`config.mk`:
```
export PLATFORM = sky130hd
export DESIGN_NAME = qbus_irq_ctrl
export DESIGN_NICKNAME = d
export VERILOG_FILES = /design/src/rtl/qbus_irq_ctrl.sv
export SDC_FILE = /design/constraint.sdc
export NUM_CORES = 1
export LEC_CHECK = 0
export BUFFER_PORTS_ARGS = -buffer_cell sky130_fd_sc_hd__buf_2
export CAP_MARGIN = 15
export CORE_MARGIN = 2
export CORE_UTILIZATION = 51
export CTS_CLUSTER_DIAMETER = 100
export DETAILED_ROUTE_END_ITERATION = 8
export PLACE_DENSITY = 0.85
export SYNTH_ARGS = -nofsm -noshare
export SYNTH_HDL_FRONTEND = slang
export SYNTH_SLANG_ARGS = --single-unit
```
`constraint.sdc`:
```
create_clock -name clk -period 3.35 [get_ports clk]
set_input_delay 1.005 -clock clk [delete_from_list [all_inputs] [get_ports clk]]
set_output_delay 1.005 -clock clk [all_outputs]
set_load 0.01 [all_outputs]
```
`src/rtl/qbus_irq_ctrl.sv`:
```
// ---------------------------------------------------------------------------
// qbus_irq_ctrl
// Vectored-interrupt controller and INIT stretcher for the 1801VM1 system bus.
// It arbitrates NCH level-sensitive interrupt sources by programmable priority
// against the CPU PSW priority. It raises VIRQ and answers the IAKO vector read
// with the winning channel's vector and RPLY. It also generates a retriggerable
// INIT pulse of INIT_LEN cycles, and keeps the controller quiet while that
// pulse is active.
//
// Ports:
//   clk       system clock
//   reset     asynchronous active-high reset
//   ce        clock enable; every register advances only when ce=1
//   irq_req   level interrupt requests, bit i = channel i
//   irq_en    per-channel enable
//   irq_pri   channel i priority in [3i+2:3i]
//   irq_vec   channel i vector in [16i+15:16i]
//   psw_pri   CPU priority level (PSW[7:5])
//   iako_i    CPU interrupt-acknowledge / vector-read strobe
//   init_req  start or restart the INIT pulse
//   virq_o    vectored interrupt request to the CPU
//   rply_o    reply for the IAKO vector read
//   vec_o     vector data while rply_o=1, otherwise 0
//   irq_ack   one ce-cycle acknowledge pulse to the serviced channel
//   init_o    peripheral INIT
//   cur_ch    latched winning channel (debug)
//
// CH_W must equal clog2(NCH), with a minimum of 1.
// ---------------------------------------------------------------------------
module qbus_irq_ctrl #(
  parameter int NCH      = 4,
  parameter int CH_W     = 2,
  parameter int INIT_LEN = 10
) (
  input  logic              clk,
  input  logic              reset,
  input  logic              ce,
  input  logic [NCH-1:0]    irq_req,
  input  logic [NCH-1:0]    irq_en,
  input  logic [3*NCH-1:0]  irq_pri,
  input  logic [16*NCH-1:0] irq_vec,
  input  logic [2:0]        psw_pri,
  input  logic              iako_i,
  input  logic              init_req,
  output logic              virq_o,
  output logic              rply_o,
  output logic [15:0]       vec_o,
  output logic [NCH-1:0]    irq_ack,
  output logic              init_o,
  output logic [CH_W-1:0]   cur_ch
);

  typedef enum logic [1:0] {IDLE, PEND, ACK} state_t;

  // ---- stage p0: combinational eligibility and arbitration ----
  logic [2:0]      pri_a [NCH];
  logic [15:0]     vec_a [NCH];
  logic [NCH-1:0]  elig_p0;
  logic            any_elig_p0;
  logic [CH_W-1:0] win_idx_p0;
  logic [2:0]      win_pri_p0;
  logic            quiet_p0;

  for (genvar g = 0; g < NCH; g++) begin : g_unpack
    assign pri_a[g]   = irq_pri[3*g +: 3];
    assign vec_a[g]   = irq_vec[16*g +: 16];
    // pri 0 can never beat any psw_pri, and psw_pri 7 masks every channel.
    assign elig_p0[g] = irq_req[g] & irq_en[g] & (pri_a[g] > psw_pri);
  end

  // Scanning upward and replacing only on a strictly higher priority makes
  // ties resolve to the lowest index.
  always_comb begin
    any_elig_p0 = 1'b0;
    win_idx_p0  = '0;
    win_pri_p0  = '0;
    for (int i = 0; i < NCH; i++) begin
      if (elig_p0[i] && (!any_elig_p0 || (pri_a[i] > win_pri_p0))) begin
        any_elig_p0 = 1'b1;
        win_idx_p0  = CH_W'(i);
        win_pri_p0  = pri_a[i];
      end
    end
  end

  // While INIT is active (or being requested) the controller stays silent.
  assign quiet_p0 = init_o | init_req;

  // ---- stage p1: registered state and outputs ----
  state_t          state_p1, state_n;
  logic [15:0]     lvec_p1, lvec_n;
  logic [7:0]      init_cnt_p1, init_cnt_n;
  logic            virq_n, rply_n;
  logic [15:0]     vec_n;
  logic [NCH-1:0]  ack_n;
  logic [CH_W-1:0] cur_n;

  always_comb begin
    if (init_req)
      init_cnt_n = 8'(INIT_LEN);
    else if (init_cnt_p1 != 8'd0)
      init_cnt_n = init_cnt_p1 - 8'd1;
    else
      init_cnt_n = 8'd0;
  end

  always_comb begin
    state_n = state_p1;
    virq_n  = virq_o;
    rply_n  = rply_o;
    vec_n   = vec_o;
    ack_n   = '0;
    cur_n   = cur_ch;
    lvec_n  = lvec_p1;
    if (quiet_p0) begin
      // cur_ch deliberately keeps its value across INIT.
      state_n = IDLE;
      virq_n  = 1'b0;
      rply_n  = 1'b0;
      vec_n   = '0;
    end else begin
      unique case (state_p1)
        IDLE: begin
          // A spurious iako_i here gets no reply; the CPU bus timeout
          // deals with it.
          virq_n = 1'b0;
          rply_n = 1'b0;
          vec_n  = '0;
          if (any_elig_p0) begin
            cur_n   = win_idx_p0;
            lvec_n  = vec_a[win_idx_p0];
            virq_n  = 1'b1;
            state_n = PEND;
          end
        end
        PEND: begin
          if (iako_i) begin
            rply_n        = 1'b1;
            vec_n         = lvec_p1;
            ack_n[cur_ch] = 1'b1;
            virq_n        = 1'b0;
            state_n       = ACK;
          end else if (!elig_p0[cur_ch]) begin
            // Withdrawn; IDLE re-arbitrates on the following cycle.
            virq_n  = 1'b0;
            state_n = IDLE;
          end else if (any_elig_p0 && (win_pri_p0 > pri_a[cur_ch])) begin
            cur_n  = win_idx_p0;
            lvec_n = vec_a[win_idx_p0];
          end
        end
        ACK: begin
          if (!iako_i) begin
            rply_n  = 1'b0;
            vec_n   = '0;
            state_n = IDLE;
          end
        end
        default: state_n = IDLE;
      endcase
    end
  end

  always_ff @(posedge clk or posedge reset) begin
    if (reset) begin
      state_p1    <= IDLE;
      virq_o      <= 1'b0;
      rply_o      <= 1'b0;
      vec_o       <= '0;
      irq_ack     <= '0;
      cur_ch      <= '0;
      init_cnt_p1 <= 8'd0;
      init_o      <= 1'b0;
    end else if (ce) begin
      state_p1    <= state_n;
      virq_o      <= virq_n;
      rply_o      <= rply_n;
      vec_o       <= vec_n;
      // Holding through ce=0 stretches the pulse to exactly one ce cycle.
      irq_ack     <= ack_n;
      cur_ch      <= cur_n;
      init_cnt_p1 <= init_cnt_n;
      init_o      <= (init_cnt_n != 8'd0);
    end
  end

  // The latched vector is only observed after being loaded in IDLE/PEND,
  // so it carries no reset.
  always_ff @(posedge clk) begin
    if (ce) lvec_p1 <= lvec_n;
  end

endmodule

```
==> results.toml <==
[outcome]
status = "finished with violations"
violations = "negative setup slack"

[detailed_routing]
wl_per_cell_um = 18.1
drcViolationCount = 0
vias = 3687
vias_per_cell = 5.96
drtAntennaViolNets = 0
drt-total-wl_mm = 11.2
drt_iter0_markers = 328
drt-pass1-iter-count = 5

[cells_and_area]
stdcell_area_mm2 = 0.00501
diodes = 0
fin_nets = 660
fillers = 432
utilization_pct = 75.1
drive_gt1_share_pct = 47.1
synthToLayoutAreaGrowth_pct = 44.6

[die]
io_pins = 117
row_count = 30
chipWidth_um = 86.5
initial_core_util_pct = 51.9
fp.dieH_um = 86.5
core_mm2 = 0.00668
floorplan.die_area_mm2 = 0.00748

[global_route]
grt_pass1_vias = 3704
grt_start_max_net_pins = 36
grt.total_usage_pct = 29.4
grt.overflow.total = 0
grt_pass1_wl_mm = 17.5
antenna_found_initial = 0

[placement]
place_ws_ns = -3.75
gp_congestion = 0.875
dpl-instance-area_mm2 = 0.00454
detailed_place_hpwl_mm = 7.69
io_buffer_count = 116

[sta]
hold_violations = 0
rsz0062_at_grt = "yes"
relSlewSlack_pct = 63.5
setup_tns_ns = -112.58
final_max_slew_viol_count = 0
max_freq_ghz = 0.144
clock_skew_ns = 0.00916
final-setup-viol-count = 34
worst_pin_slew_ns = 0.546
min_period_over_period_pct = 207
fin_ws_ns = -3.57
fin_crit_ns = 6.92
hold_ws_ns = 0.488

[synthesis]
synth_async_sr_flop_share_pct = 68.6
syn_area_per_cell_um2 = 9.85
syn_nets = 474
synthFlopType = "dfrtp_1"
synth-seq-cells = 51
synthTopCellsByArea = "dfrtp_1 25%, edfxtp_1 14%, ha_1 11%, nand2_1 6.1%, o21ai_0 4.8%"
synth_top_area_share_pct = 25.3
synth_cell_types = 59
ys_warn_count = 0
syn_inst = 352
yosysSeqAreaShare_pct = 39.1
synth-edff-count = 16
netlist_area_mm2 = 0.00347
synth_area_leader_cell = "dfrtp_1"

[cts]
cts_hold_buf = 0
cts_max_path_buffers = 2
numCtsBuffers = 5
clock_sinks = 51
clk_pin_slew_ns = 0.10
clock_latency_ns = 0.31
cts_tree = "done"
h-tree-depth = 2
root_buffer = "clkbuf_8"

[critical_path]
worstRegToRegCells = 9
endpoint_kind = "flip-flop"
setup.worst_path.end = "cur_ch[0]$_DFFE_PP0P_"
worstPathArrival_ns = 7.13
cp_common_cell = "o21ai_2"
crit_path_start_kind = "primary input"
worstReg2RegStart = "cur_ch[1]$_DFFE_PP0P_"
required_ns = 3.56
cpPeakStageDelay_ns = 0.35
crit_fanout = 4
reg2reg_to = "cur_ch[0]$_DFFE_PP0P_"
r2r_slack_ns = 0.63
worstSetupStartpoint = "psw_pri[1]"
criticalPathCategory = "in2reg"
slowest_stage = "o311a_1"

[power]
peakVddDrop_v = 0.000169
p_leak_nw = 2.37
power.density_mw_per_mm2 = 355

[flow_run]
cap_violations = 0

[min_path]
min_path_type = "reg2reg"
[cell type report]
type	instances	area, um2	share of cell area (%)
flip-flops and latches	51	1360	27.0
inverters	22	95.1	1.90
clock inverters	3	28.8	0.574
repair buffers	197	1250	25.0
clock buffers	5	68.8	1.37
well taps	80	100	2.00
multi-input cells	261	2110	42.1
[layer usage]
layer  track usage, %  vias up  wire length [um]
met4             14.2        0               490
met5                0        -                 0
li1                 -     1694                 -
met2             51.2      222              5650
met1             35.1     1717              4290
met3             5.24       54               778
[state kept, by name, indices dropped and copies added, names as in the netlist]
| register | cells |
|---|---|
| irq_ack | 4 |
| cur_ch | 2 |
| init_o | 1 |
| vec_o | 16 |
| state_p1 | 2 |
| init_cnt_p1 | 8 |
| virq_o | 1 |
| lvec_p1 | 16 |
| rply_o | 1 |
[cells in the mapped netlist (all sizes together) (3+ instances only)]
cell    count
o22ai       7
dfrtp      35
a31oi       6
nor2b       7
o21ai      34
clkbuf     13
ha         30
o221a      16
nor2       12
nand2b      3
o22a       16
o21a        3
mux2        3
nor3        3
nand2      57
nand3      11
buf         5
o311a       3
a21oi      13
mux4        4
edfxtp     16
inv        22
and2        3
[critical path, delay by kind of cell]
kind	cells	cell delay, ns
simple gates	9	1.10
compound gates	18	3.00
buf+inv	4	0.47
mux	1	0.29
fa+ha+maj	5	1.24
[metrics by stage]
stage	total power [mW]	cells
2_1_floorplan	1.09	352
3_3_place_gp	1.26	580
3_5_place_dp	1.29	580
4_1_cts	1.72	615
5_1_grt	1.86	619
6_report	1.78	619
[power breakdown]
part           switching (mW)  leakage (nW)  total (mW)  internal, mW
combinational           0.326          1.71       0.677         0.351
sequential             0.0457         0.614       0.723         0.678
clock                   0.223        0.0502       0.378         0.155
total                   0.594          2.37        1.78          1.18
[cells in the final DEF (no fill, tap or decap), drive strengths merged, types with 7 or more instances in the layout]
| cell | n |
|---|---|
| buf | 197 |
| nand2 | 57 |
| dfrtp | 35 |
| o21ai | 34 |
| ha | 30 |
| inv | 23 |
| o22a | 16 |
| edfxtp | 16 |
| o221a | 16 |
| a21oi | 13 |
| nor2 | 12 |
| nand3 | 11 |
| o22ai | 7 |
| nor2b | 7 |
[worst min-delay path by stage]
| stage | slack [ns] | to | depth (start not counted) | startpoint |
|---|---|---|---|---|
| detailed placement | 0.47 | vec_o[6]$_DFFE_PP0P_ | 2 | vec_o[6]$_DFFE_PP0P_ |
| CTS | 0.49 | vec_o[6]$_DFFE_PP0P_ | 2 | vec_o[6]$_DFFE_PP0P_ |
| finish | 0.49 | vec_o[7]$_DFFE_PP0P_ | 2 | vec_o[7]$_DFFE_PP0P_ |
| global route | 0.51 | vec_o[2]$_DFFE_PP0P_ | 2 | vec_o[2]$_DFFE_PP0P_ |
| global placement | 0.46 | vec_o[2]$_DFFE_PP0P_ | 2 | vec_o[2]$_DFFE_PP0P_ |
| floorplan | 0.49 | vec_o[0]$_DFFE_PP0P_ | 2 | lvec_p1[0]$_DFFE_PP_ |
[cell families after synthesis]
| family | after synthesis | share of synthesized area (%) |
|---|---|---|
| buffers and inverters | 40 | 4.94 |
| AND/OR/NAND/NOR | 104 | 14.5 |
| multiplexers | 9 | 4.26 |
| XOR/XNOR | 2 | 0.505 |
| adder cells (fa/ha/maj) | 30 | 10.8 |
| AO/OA/AOI/OAI | 116 | 25.9 |
| flip-flops | 51 | 39.1 |
[what timing repair did]
action	CTS	global route
gates cloned	3	0
gates resized for setup	23	12
buffers inserted	24	5
setup endpoints to repair	34	34
pin swaps	23	23
Power figures use the tool's default switching activity.
